<file path="src/rtl/pixel_unpacker.sv">
// Unpacks L-lane packed words into a pixel stream, lane 0 first.
// One pending word buffers input while the shift register emits.
module pixel_unpacker #(
  parameter int width = 8,
  parameter int depth = 3
) (
  input  logic                       clk,
  input  logic                       rst,
  input  logic [width*(depth+1)-1:0] din,
  input  logic                       din_vld,
  output logic                       din_rdy,
  output logic [width-1:0]           dout,
  output logic                       dout_vld,
  input  logic                       dout_rdy,
  output logic                       dout_last
);

  localparam int L  = depth + 1;
  localparam int W  = width * L;
  localparam int CW = $clog2(L + 1);

  typedef enum logic {
    IDLE,
    EMIT
  } state_t;

  state_t          state;
  state_t          state_nxt;
  logic [W-1:0]    pend;
  logic            pend_vld;
  logic [W-1:0]    sr;
  logic [W-1:0]    sr_nxt;
  logic [CW-1:0]   cnt;
  logic [CW-1:0]   cnt_nxt;
  logic            in_hs;
  logic            out_hs;
  logic            last;
  logic            load;

  assign din_rdy = !pend_vld;
  assign in_hs   = din_vld && din_rdy;
  assign out_hs  = (state == EMIT) && dout_rdy;
  assign last    = (cnt == CW'(L - 1));
  // Refill on the final lane's handshake so words stream without bubbles
  assign load    = pend_vld &&
                   ((state == IDLE) || (out_hs && last));

  always_comb begin
    state_nxt = state;
    sr_nxt    = sr;
    cnt_nxt   = cnt;
    unique case (1'b1)
      load: begin
        sr_nxt    = pend;
        cnt_nxt   = '0;
        state_nxt = EMIT;
      end
      out_hs && !last: begin
        sr_nxt  = sr >> width;
        cnt_nxt = cnt + CW'(1);
      end
      out_hs && last && !pend_vld: begin
        cnt_nxt   = '0;
        state_nxt = IDLE;
      end
      default: ;
    endcase
  end

  always_ff @(posedge clk or negedge rst) begin
    if (!rst) begin
      state <= IDLE;
      sr    <= '0;
      cnt   <= '0;
    end else begin
      state <= state_nxt;
      sr    <= sr_nxt;
      cnt   <= cnt_nxt;
    end
  end

  always_ff @(posedge clk or negedge rst) begin
    if (!rst) begin
      pend     <= '0;
      pend_vld <= 1'b0;
    end else if (in_hs) begin
      pend     <= din;
      pend_vld <= 1'b1;
    end else if (load) begin
      pend_vld <= 1'b0;
    end
  end

  assign dout      = sr[width-1:0];
  assign dout_vld  = (state == EMIT);
  assign dout_last = (state == EMIT) && last;

endmodule

</file>
<file path="config.mk">
export PLATFORM = sky130hd
export DESIGN_NAME = pixel_unpacker
export DESIGN_NICKNAME = d
export VERILOG_FILES = /design/src/rtl/pixel_unpacker.sv
export SDC_FILE = /design/constraint.sdc
export NUM_CORES = 1
export LEC_CHECK = 0
export ABC_AREA = 1
export BUFFER_PORTS_ARGS = -buffer_cell sky130_fd_sc_hd__buf_2
export CAP_MARGIN = 20
export CORE_ASPECT_RATIO = 1.25
export CORE_UTILIZATION = 40
export CTS_CLUSTER_DIAMETER = 60
export DETAILED_ROUTE_END_ITERATION = 7
export GPL_TIMING_DRIVEN = 0
export PLACE_DENSITY_LB_ADDON = 0.08
export SLEW_MARGIN = 20
export SYNTH_ARGS = -nofsm -noshare
export SYNTH_HDL_FRONTEND = slang
export SYNTH_SLANG_ARGS = --single-unit
</file>
<file path="constraint.sdc">
create_clock -name clk -period 3.7 [get_ports clk]
set_clock_uncertainty 0.1 [all_clocks]
set_input_delay 0 -clock clk [delete_from_list [all_inputs] [get_ports clk]]
set_output_delay 0 -clock clk [all_outputs]
set_load 0.005 [all_outputs]
</file>
# --- Yosys cells after proc, flatten, opt, wreduce, memory -nomap -nowiden ---
# Index checks and enable logic that the tools add are counted.
word_totals:
  ff_bits: 69
  word_cells: 28
op_classes:
  n_addsub: 1
  n_eq_ne: 1
  muxes: 5
  bitwise: 1
  n_reduce_logical: 15
op_table:
  columns: ["operator", "count"]
  rows:
  - ["case mux 32 bit (2 select lines)", 1]
  - ["nonzero test 2 bit", 4]
  - ["logical AND 1 bit", 7]
  - ["case mux 3 bit (2 select lines)", 1]
  - ["adder 3 x 1 -> 3 bit (second input constant)", 1]
  - ["equality test 3 x 2 -> 1 bit (second input constant)", 1]
  - ["logical NOT 1 bit", 2]
  - ["two-way mux 1 bit", 2]
  - ["case mux 1 bit (2 select lines)", 1]
  - ["OR reduction 2 bit", 1]
  - ["logical OR 1 bit", 1]
  - ["inverter 1 bit", 1]

# --- Depth between registers and ports, before layout ---
# Gate-level depths: netlist of run 1.
logic_depth:
  ltp_word: 6
  ltp_mapped: 9

# --- Least setup slack after synthesis of run 1 ---
# No wires, ideal clock.
synth_timing:
  kind: "flip-flop to flip-flop"
  start: "register cnt[0]"
  end: "register sr[0]"
  setup_ns: 0.116
  arrival_ns: 1.424
  t_required_ns: 3.484
  setup_slack_ns: 2.059
  stages_incl_launch_ff: 9
  period_less_slack_ns: 1.641
  path_cell_list: "dfrtp_1 ha_1 ha_1 inv_2 nand3_4 buf_4 buf_4 nand3_1 nand2_1"
synth_between:
  elab_chain_len: 5
synth_rtl:
  columns: ["element", "line_no", "source"]
  rows:
  - ["start: declaration", "33", "logic [CW-1:0] cnt;"]
  - ["start signal: assignment", "78", "cnt <= cnt_nxt;"]
  - ["equality test 3 x 2 -> 1 bit (*)", "43", "assign last = (cnt == CW'(L - 1));"]
  - ["logical AND 1 bit", "46", "((state == IDLE) || (out_hs && last));"]
  - ["logical OR 1 bit", "46", null]
  - ["logical AND 1 bit", "45", "assign load = pend_vld &&"]
  - ["case mux 32 bit (2 select lines) or nonzero test 2 bit (tied branches)", null, null]
  - ["end signal: assignment", "77", "sr <= sr_nxt;"]
  - ["end: declaration", "31", "logic [W-1:0] sr;"]
# Every way passes the cells marked *; elsewhere a longest branch is shown, timed or not.
# A chain may end at the register's enable or synchronous reset.

# --- Worst setup path after layout of run 1 ---
# Ends and elaborated chain as after synthesis.

==> impl_metrics.yaml, run 1 <==
status:
  outcome: "completed"
routing:
  drtPass1Iterations: 4
  route.vias.total: 2844
  postRouteWirelength_microns: 8010
  post_detailed_route_via_to_cell_ratio: 4.84
  wl_per_cell_microns: 13.6
  drt_iter0_drc: 179
  ant_nets_after_route: 0
  post-route-drc-count: 0
power_and_ir_drop:
  pwr_per_cell_area_nw_per_um2: 711
  vdd.ir_drop.worst_uv: 360
  total_leakage_power_uw: 0.00229
grt:
  globalRouteMet1Util_pct: 26.9
  grt_start_max_net_pins: 45
  use_met3_pct: 5.04
  grt-busiest-layer: "met2"
  grt_first_pass_wirelength_microns: 13000
  grt.overflow.total: 0
  met2_usage_pct: 35.9
  track_usage_pct: 21.4
  initial_antenna_violation_count: 0
  grt_pass1_vias: 2621
logic_synthesis:
  synthDominantCellAreaShare_pct: 53.2
  yosys_register_bits: 69
  synth_cell_area_sq_um: 3250
  sequential_element_share_of_the_synthesized_area_pct: 53.2
  async_flop_share_pct: 100
  yosysWarningCount: 0
  yosys.area.top_type: "sky130_fd_sc_hd__dfrtp_1"
  synthCells: 395
  postSynth.topFlopCell: "sky130_fd_sc_hd__dfrtp_1"
  post_synth_most_frequent_cells: "sky130_fd_sc_hd__nand2_1, sky130_fd_sc_hd__dfrtp_1, sky130_fd_sc_hd__nand3_1"
  synth-edff-count: 0
  synth.net_count: 433
  synthDistinctLibCells: 17
  syn_avg_cell_area_sq_um: 8.22
  synth.area.top_cells: "sky130_fd_sc_hd__dfrtp_1, sky130_fd_sc_hd__nand2_1, sky130_fd_sc_hd__nand3_1"
  post-synth-top-count-cell: "sky130_fd_sc_hd__nand2_1"
critical_path:
  cp-startpoint: "cnt[0]$_DFFE_PN0P_"
  regToRegStartpoint: "cnt[0]$_DFFE_PN0P_"
  worstPathMaxFanout: 10
  critical_path_endpoint_category: "flip-flop"
  timing.critical_path.from_type: "flip-flop"
  worst_ep_required_time_ps: 3890
  critical_path_class: "reg2reg"
  timing.critical_path.arrival_ps: 2060
cells_and_area:
  antenna_fix_cells: 0
  post_route_cells_drive_above_1_share_pct: 19.1
  final_nets: 525
  area_delta_synth_final_pct: 29.0
die:
  design.portCount: 47
  die_h_microns: 103
  floorplan.core_area_sq_um: 7840
  die_area_sq_um: 8480
  rows: 36
  dieWidth_microns: 82.6
  effective_utilization_at_floorplan_pct: 41.4
sta:
  timing.final.setup_violations: 0
  max_slew_margin_pct: 64.2
  fin_hold_ws_ps: 8.77
  finalWorstPathRequiredPeriod_ps: 1870
  finalCritPeriodShare_pct: 50.6
  finalSetupTns_ps: 0
  tightest_slew_ps: 537
  clock.fmax_mhz: 534
  number_of_endpoints_with_negative_hold_slack_in_the_final_report: 0
  rsz_0062_raised_after_global_routing: "no"
  slew_violations: 0
cts:
  clk_latency_ps: 340
  cts.repair.resized: 0
  tritoncts_num_sinks: 69
  cts_root_buffer: "sky130_fd_sc_hd__clkbuf_8"
  cts-buffers-inserted: 9
  htree_num_levels: 3
  tritoncts: "done"
  cts_buffer_depth: 2
  clk_slew_on_worst_s_h_paths_ps: 70
worst_hold_path:
  worstHoldPathType: "in2async"
run:
  drv.max_cap_violation_count: 0
placement:
  buffer_ports.inserted: 44
  post-dp-hpwl_microns: 5540
  finalWeightedCongestion: 0.763
## cells in the final DEF (no fill, tap or decap), drive strengths merged
master,n
bufinv,1
dlygate4sd3,36
inv,7
o21ai,3
dfrtp,69
o22ai,1
nand3,65
ha,2
clkinvlp,1
nand4,24
a21oi,1
buf,73
nor2,1
clkinv,1
nand2,185
clkbuf,22
## stage by stage
stage / instances / instance area (sq um) / setup WS, ps / power [uW] / utilization [%]
after floorplan: 395 / 3250 / 2060 / 1990 / -
after global placement: 534 / 3580 / 1840 / 2300 / 45.7
after detailed placement: 535 / 3610 / 1830 / 2330 / 46.1
after CTS: 587 / 4190 / 1800 / 3010 / 53.4
after global routing: 587 / 4190 / 1690 / 3240 / 53.4
final: 587 / 4190 / 1830 / 2980 / 53.4
## worst paths after layout
path | to | slack (ps) | depth (start not counted)
max in group asynchronous | pend[29]$_DFFE_PN0P_ | 2960 | 3
min in group clk | pend[1]$_DFFE_PN0P_ | 80 | 4
worst max register to register | sr[0]$_DFFE_PN0P_ | 1830 | 8
worst max-delay path | sr[0]$_DFFE_PN0P_ | 1830 | 8
worst min register to register | pend[28]$_DFFE_PN0P_ | 370 | 2
worst min-delay path | pend[5]$_DFFE_PN0P_ | 9 | 2
## layout make-up
type / count / area (sq um)
plain buffers: 37 / 233
fillers: 783 / 3650
clock inverters: 3 / 42.5
clock buffers: 13 / 169
repair buffers: 81 / 611
well taps: 95 / 119
multi-input cells: 282 / 1260
flip-flops and latches: 69 / 1730
inverters: 7 / 26.3
## flip-flops by register name, summed over array words and instances (netlist names)
signal,count
pend,32
sr,32
cnt,3
dout_vld,1
pend_vld,1
## report_power, final
part | internal [uW] | switching, uW
clock network | 366 | 279
logic | 443 | 644
registers | 1070 | 177
total | 1880 | 1100
## critical path, stage by stage, from the launching register on
cell                       delay [ps]
sky130_fd_sc_hd__dfrtp_1          390
sky130_fd_sc_hd__ha_1             200
sky130_fd_sc_hd__ha_1             220
sky130_fd_sc_hd__inv_2            170
sky130_fd_sc_hd__clkbuf_1         350
sky130_fd_sc_hd__nand4_1          130
sky130_fd_sc_hd__nand2_1          130
sky130_fd_sc_hd__nand2_1           70
sky130_fd_sc_hd__nand2_1           60
## what timing repair did
item,CTS,global route
hold buffers,36,0
hold endpoints to repair,107,0
setup buffers,0,0
## layer usage
layer,wire (microns),vias to the layer above
met1,3530,1322
met2,4090,50
li1,-,1460
met3,234,12
met4,150,0
met5,0,-
## cells by family (layout without fill, tap and decap cells)
group | Yosys count | count (layout) | synth area share, %
AND/OR/NAND/NOR | 275 | 275 | 37.2
adder cells (fa/ha/maj) | 2 | 2 | 0.771
buffers and inverters | 44 | 141 | 7.98
AO/OA/AOI/OAI | 5 | 5 | 0.809
flip-flops | 69 | 69 | 53.2
(Power assumes the default switching activity.)
==> inputs of run 2 (changes only) <==
==> constraint.sdc (replaced) <==
create_clock -name clk -period 1.7 [get_ports clk]
set_clock_uncertainty 0.1 [all_clocks]
set_input_delay 0 -clock clk [delete_from_list [all_inputs] [get_ports clk]]
set_output_delay 0 -clock clk [all_outputs]
set_load 0.005 [all_outputs]
==> impl_metrics.yaml, run 2 (synthesis results as in run 1) <==
status:
  outcome: "completed"
sta:
  rsz_0062_raised_after_global_routing: "no"
  clock.fmax_mhz: 620
  tightest_slew_ps: 532
  slew_violations: 0
  max_slew_margin_pct: 64.6
  timing.final.setup_violations: 0
  number_of_endpoints_with_negative_hold_slack_in_the_final_report: 0
  finalWorstPathRequiredPeriod_ps: 1610
  finalCritPeriodShare_pct: 94.9
cts:
  cts-buffers-inserted: 9
  cts_buffer_depth: 2
  cts_root_buffer: "sky130_fd_sc_hd__clkbuf_8"
  htree_num_levels: 3
  clk_latency_ps: 340
  tritoncts_num_sinks: 69
  tritoncts: "done"
  clk_slew_on_worst_s_h_paths_ps: 70
routing:
  postRouteWirelength_microns: 8030
  post-route-drc-count: 0
  met2_length_microns: 4130
  ant_nets_after_route: 0
  drt_iter0_drc: 171
  wl_met3_microns: 196
  post_detailed_route_via_to_cell_ratio: 4.80
  highest_layer: "met4"
  wl_met1_microns: 3600
  route.vias.total: 2831
  wl_per_cell_microns: 13.6
  drtPass1Iterations: 4
run:
  drv.max_cap_violation_count: 0
critical_path:
  worstPathCellList: "ha_2 > ha_4 > inv_2 > nand3_4 > buf_8 > buf_4 > nand3_1 > nand2_1"
  crit_path_end: "sr[6]$_DFFE_PN0P_"
  r2r.worst_path.cells: 8
  timing.critical_path.from_type: "flip-flop"
  slowest_stage: "sky130_fd_sc_hd__dfrtp_1"
  cp-startpoint: "cnt[0]$_DFFE_PN0P_"
  rr_endpoint: "sr[6]$_DFFE_PN0P_"
  critical_path.top_delay_family: "buffers and inverters"
  timing.critical_path.arrival_ps: 1760
  timing.critical_path.slowest_cell_delay_ps: 390
  regToRegStartpoint: "cnt[0]$_DFFE_PN0P_"
  critical_path_endpoint_category: "flip-flop"
  critical_path_class: "reg2reg"
  r2r_setup_slack_ps: 90
  critical_path.n_buffers_inverters: 3
  worstPathMaxFanout: 8
  crit_cells: 8
  worst_ep_required_time_ps: 1840
die:
  rows: 36
  design.portCount: 47
  floorplan.core_area_sq_um: 7840
  die_area_sq_um: 8480
  dieWidth_microns: 82.6
  effective_utilization_at_floorplan_pct: 41.4
  die_h_microns: 103
cells_and_area:
  area_delta_synth_final_pct: 31.7
  post_route_cells_drive_above_1_share_pct: 21.6
  area_of_all_placed_cells_without_fillers_sq_um: 4280
  fillers: 780
  antenna_fix_cells: 0
  multi_input_comb_area_sq_um: 1300
  stdcell_count: 590
  final_nets: 528
  commonest_non_fill_non_tap_cell_in_the_layout: "sky130_fd_sc_hd__nand2_1"
  largestRegisters: "pend: 32 flops, sr: 32 flops, cnt: 3 flops"
  final-seq-area_sq_um: 1730
  layout_common_cells: "sky130_fd_sc_hd__nand2_1, sky130_fd_sc_hd__dfrtp_1, sky130_fd_sc_hd__nand3_1"
grt:
  initial_antenna_violation_count: 0
  track_usage_pct: 21.4
  grt.overflow.total: 0
  grt_pass1_vias: 2631
  grt_first_pass_wirelength_microns: 13100
  grt_start_max_net_pins: 45
worst_hold_path:
  worstHoldPathType: "in2async"
power_and_ir_drop:
  vdd.ir_drop.worst_uv: 808
  power.total_uw: 6640
  total_leakage_power_uw: 0.00232
  pwr_per_cell_area_nw_per_um2: 1550
placement:
  finalWeightedCongestion: 0.763
  instance_count_after_placement_with_tap_cells_included: 535
  buffer_ports.inserted: 44
  detailed_place.area_sq_um: 3610
  post-dp-hpwl_microns: 5540
## run 2: worst min-delay path by stage
stage / start / slack [ps] / cells after the start / end
6_report: rst / 10 / 2 / pend[5]$_DFFE_PN0P_
5_1_grt: rst / 40 / 2 / pend[5]$_DFFE_PN0P_
4_1_cts: rst / 9 / 2 / pend[5]$_DFFE_PN0P_
3_5_place_dp: rst / -150 / 1 / pend[5]$_DFFE_PN0P_
3_3_place_gp: din[28] / 130 / 3 / pend[28]$_DFFE_PN0P_
2_1_floorplan: rst / -400 / 0 / cnt[0]$_DFFE_PN0P_
## run 2: power breakdown
part / internal, uW / switching [uW]
combinational: 1070 / 1440
sequential: 2320 / 398
clock: 796 / 609
total: 4190 / 2450
## run 2: area by class of cell
class,count,share of cell area (%)
well taps,95,2.78
clock inverters,3,0.995
clock buffers,13,3.95
inverters,7,0.615
flip-flops and latches,69,40.4
plain buffers,36,5.97
multi-input cells,282,30.4
repair buffers,85,14.9
## run 2: timing repair
| action | 4_1_cts | 5_1_grt |
|---|---|---|
| setup endpoints to repair | 35 | 28 |
| hold endpoints to repair | 106 | 0 |
| buffers inserted | 1 | 2 |
| gates cloned | 0 | 1 |
| hold buffers | 36 | 0 |
| resized for setup | 6 | 17 |
| pin swaps | 0 | 1 |
## run 2: worst register-to-register path, stage by stage, from the launching register on
cell and delay, ps:
sky130_fd_sc_hd__dfrtp_1 390, sky130_fd_sc_hd__ha_2 200, sky130_fd_sc_hd__ha_4 160, sky130_fd_sc_hd__inv_2 90, sky130_fd_sc_hd__nand3_4 130, sky130_fd_sc_hd__buf_8 180
sky130_fd_sc_hd__buf_4 150, sky130_fd_sc_hd__nand3_1 70, sky130_fd_sc_hd__nand2_1 50
## run 2: metrics by stage
stage	hold slack (ps)	utilization [%]	setup slack, ps	TNS, ps
after floorplan	-396	-	59.4	0
after global placement	131	45.7	-162	-2570
after detailed placement	-153	46.1	-169	-2920
after CTS	8.98	53.7	12.2	0
after global routing	42.1	54.5	6.33	0
final	10.5	54.5	86.2	0
## run 2: metal layers
layer	vias up	global-route usage, %
met2	43	36.0
met5	-	0
met4	0	7.69
met1	1312	26.7
met3	9	5.04
li1	1467	-
==> inputs of run 3 (changes only) <==
--- a/config.mk
+++ b/config.mk
@@ -12,7 +12,6 @@
 export CORE_UTILIZATION = 40
 export CTS_CLUSTER_DIAMETER = 60
 export DETAILED_ROUTE_END_ITERATION = 7
-export GPL_TIMING_DRIVEN = 0
 export PLACE_DENSITY_LB_ADDON = 0.08
 export SLEW_MARGIN = 20
 export SYNTH_ARGS = -nofsm -noshare
==> impl_metrics.yaml, run 3 (synthesis results as in run 1) <==
status:
  outcome: "completed"
grt:
  grt_pass1_vias: 2785
  grt_first_pass_wirelength_microns: 12800
  initial_antenna_violation_count: 0
  track_usage_pct: 20.4
  grt_start_max_net_pins: 70
  grt.overflow.total: 0
cells_and_area:
  post_route_cells_drive_above_1_share_pct: 25.2
  area_delta_synth_final_pct: 38.7
  final_nets: 522
  layout.core_utilization_pct: 57.4
  area_of_all_placed_cells_without_fillers_sq_um: 4500
  antenna_fix_cells: 0
  largestRegisters: "pend: 32 flops, sr: 32 flops, cnt: 3 flops"
  layout_common_cells: "sky130_fd_sc_hd__nand2_1, sky130_fd_sc_hd__dfrtp_1, sky130_fd_sc_hd__nand3_1"
  commonest_non_fill_non_tap_cell_in_the_layout: "sky130_fd_sc_hd__nand2_1"
  stdcell_count: 583
routing:
  ant_nets_after_route: 0
  wl_per_cell_microns: 14.1
  drt_iter0_drc: 140
  post-route-drc-count: 0
  route.vias.total: 2901
  post_detailed_route_via_to_cell_ratio: 4.98
  postRouteWirelength_microns: 8210
  drtPass1Iterations: 4
run:
  drv.max_cap_violation_count: 0
die:
  die_h_microns: 103
  effective_utilization_at_floorplan_pct: 41.4
  design.portCount: 47
  rows: 36
  die_area_sq_um: 8480
  dieWidth_microns: 82.6
  floorplan.core_area_sq_um: 7840
critical_path:
  worstPathMaxFanout: 7
  critical_path_endpoint_category: "flip-flop"
  r2r.worst_path.cells: 9
  timing.critical_path.arrival_ps: 1790
  critical_path_class: "reg2reg"
  worst_ep_required_time_ps: 1840
  rr_endpoint: "sr[11]$_DFFE_PN0P_"
  r2r_setup_slack_ps: 50
  timing.critical_path.from_type: "flip-flop"
  regToRegStartpoint: "cnt[1]$_DFFE_PN0P_"
placement:
  detailed_place.area_sq_um: 3500
  instance_count_after_placement_with_tap_cells_included: 512
  detailedPlace.worstSlack_ps: 43.0
  finalWeightedCongestion: 0.723
  buffer_ports.inserted: 46
  post-dp-hpwl_microns: 4810
sta:
  tightest_slew_ps: 382
  max_slew_margin_pct: 74.5
  timing.final.setup_violations: 0
  rsz_0062_raised_after_global_routing: "yes"
  clock.fmax_mhz: 604
  final_critical_path_setup_slack_ps: 45.0
  slew_violations: 0
  number_of_endpoints_with_negative_hold_slack_in_the_final_report: 0
  finalCritPeriodShare_pct: 97.4
  finalWorstPathRequiredPeriod_ps: 1650
cts:
  cts_root_buffer: "sky130_fd_sc_hd__clkbuf_8"
  cts_buffer_depth: 2
  cts-buffers-inserted: 9
  htree_num_levels: 3
  tritoncts_num_sinks: 69
  clk_latency_ps: 350
  tritoncts: "done"
  clk_slew_on_worst_s_h_paths_ps: 80
power_and_ir_drop:
  power.share.clock_pct: 21.2
  power.total_uw: 7060
  pwr_per_cell_area_nw_per_um2: 1570
  power_switching_share_pct: 37.5
  power_report.internal_total_uw: 4410
  total_leakage_power_uw: 0.00237
  vdd.ir_drop.worst_uv: 830
  power.net_switching_uw: 2650
  seq_power_share_pct: 39.8
  fraction_of_power_consumed_by_combinational_cells_pct: 38.9
worst_hold_path:
  worstHoldPathType: "in2async"
## run 3: cell types whose count changed in the layout (fill, tap and decap cells not counted), sizes merged
cell         delta
clkinvlp        +1
buf            -14
clkinv          -1
dlygate4sd3    +11
clkbuf          -7
bufinv          +1
inv             +1
nand2           +1
## run 3: worst max path at each step
stage | slack, ps | endpoint | startpoint | cells after the start
4_1_cts | 20 | sr[15]$_DFFE_PN0P_ | cnt[0]$_DFFE_PN0P_ | 8
5_1_grt | -30 | sr[8]$_DFFE_PN0P_ | cnt[1]$_DFFE_PN0P_ | 9
6_report | 50 | sr[11]$_DFFE_PN0P_ | cnt[1]$_DFFE_PN0P_ | 9
3_5_place_dp | 40 | sr[15]$_DFFE_PN0P_ | cnt[0]$_DFFE_PN0P_ | 8
3_3_place_gp | 60 | sr[16]$_DFFE_PN0P_ | cnt[0]$_DFFE_PN0P_ | 8
2_1_floorplan | 60 | sr[0]$_DFFE_PN0P_ | cnt[0]$_DFFE_PN0P_ | 8
## run 3: layer usage
metal | GRT usage (%) | vias up | part of all wire [%]
met5 | 0 | - | 0
met4 | 10.9 | 0 | 3.1
met3 | 3.45 | 18 | 2.3
li1 | - | 1455 | -
met2 | 34.8 | 45 | 52
met1 | 24.5 | 1383 | 43
## run 3: timing repair
item                                    4_1_cts  5_1_grt
hold buffers                                 47        0
hold endpoints to repair                    104        0
resized for setup                             0       48
endpoints found under the setup margin        0       26
setup buffers                                 0        4
## run 3: power by group through the flow
stage | registers [uW] | logic [uW] | clock network [uW]
after CTS | 2770 | 2230 | 1540
after detailed placement | 2800 | 2110 | 0
after floorplan | 2620 | 1720 | 0
after global routing | 2890 | 3100 | 1610
after global placement | 2790 | 2070 | 0
final | 2810 | 2750 | 1500
## run 3: critical path, stage by stage (launching register included)
cell and delay (ps):
sky130_fd_sc_hd__dfrtp_1 390, sky130_fd_sc_hd__ha_2 200, sky130_fd_sc_hd__ha_4 170, sky130_fd_sc_hd__inv_4 60, sky130_fd_sc_hd__nand3_4 180, sky130_fd_sc_hd__clkbuf_16 240
sky130_fd_sc_hd__nand2_2 60, sky130_fd_sc_hd__nand2_1 50, sky130_fd_sc_hd__nand2_1 50, sky130_fd_sc_hd__nand2_1 50
## run 3: cell type report
class	count	area, sq um
Tap cell	95	119
Timing Repair Buffer	114	998
Fill cell	739	3340
Sequential cell	69	1730
Multi-Input combinational cell	283	1410
Inverter	7	28.8
Clock inverter	5	83.8
Clock buffer	10	138
## run 3: metrics by stage
step	hold WS [ps]	TNS, ps
global route	133	-361
finish	83.4	0
global placement	-40.2	0
CTS	115	0
floorplan	-396	0
detailed placement	-43.6	0
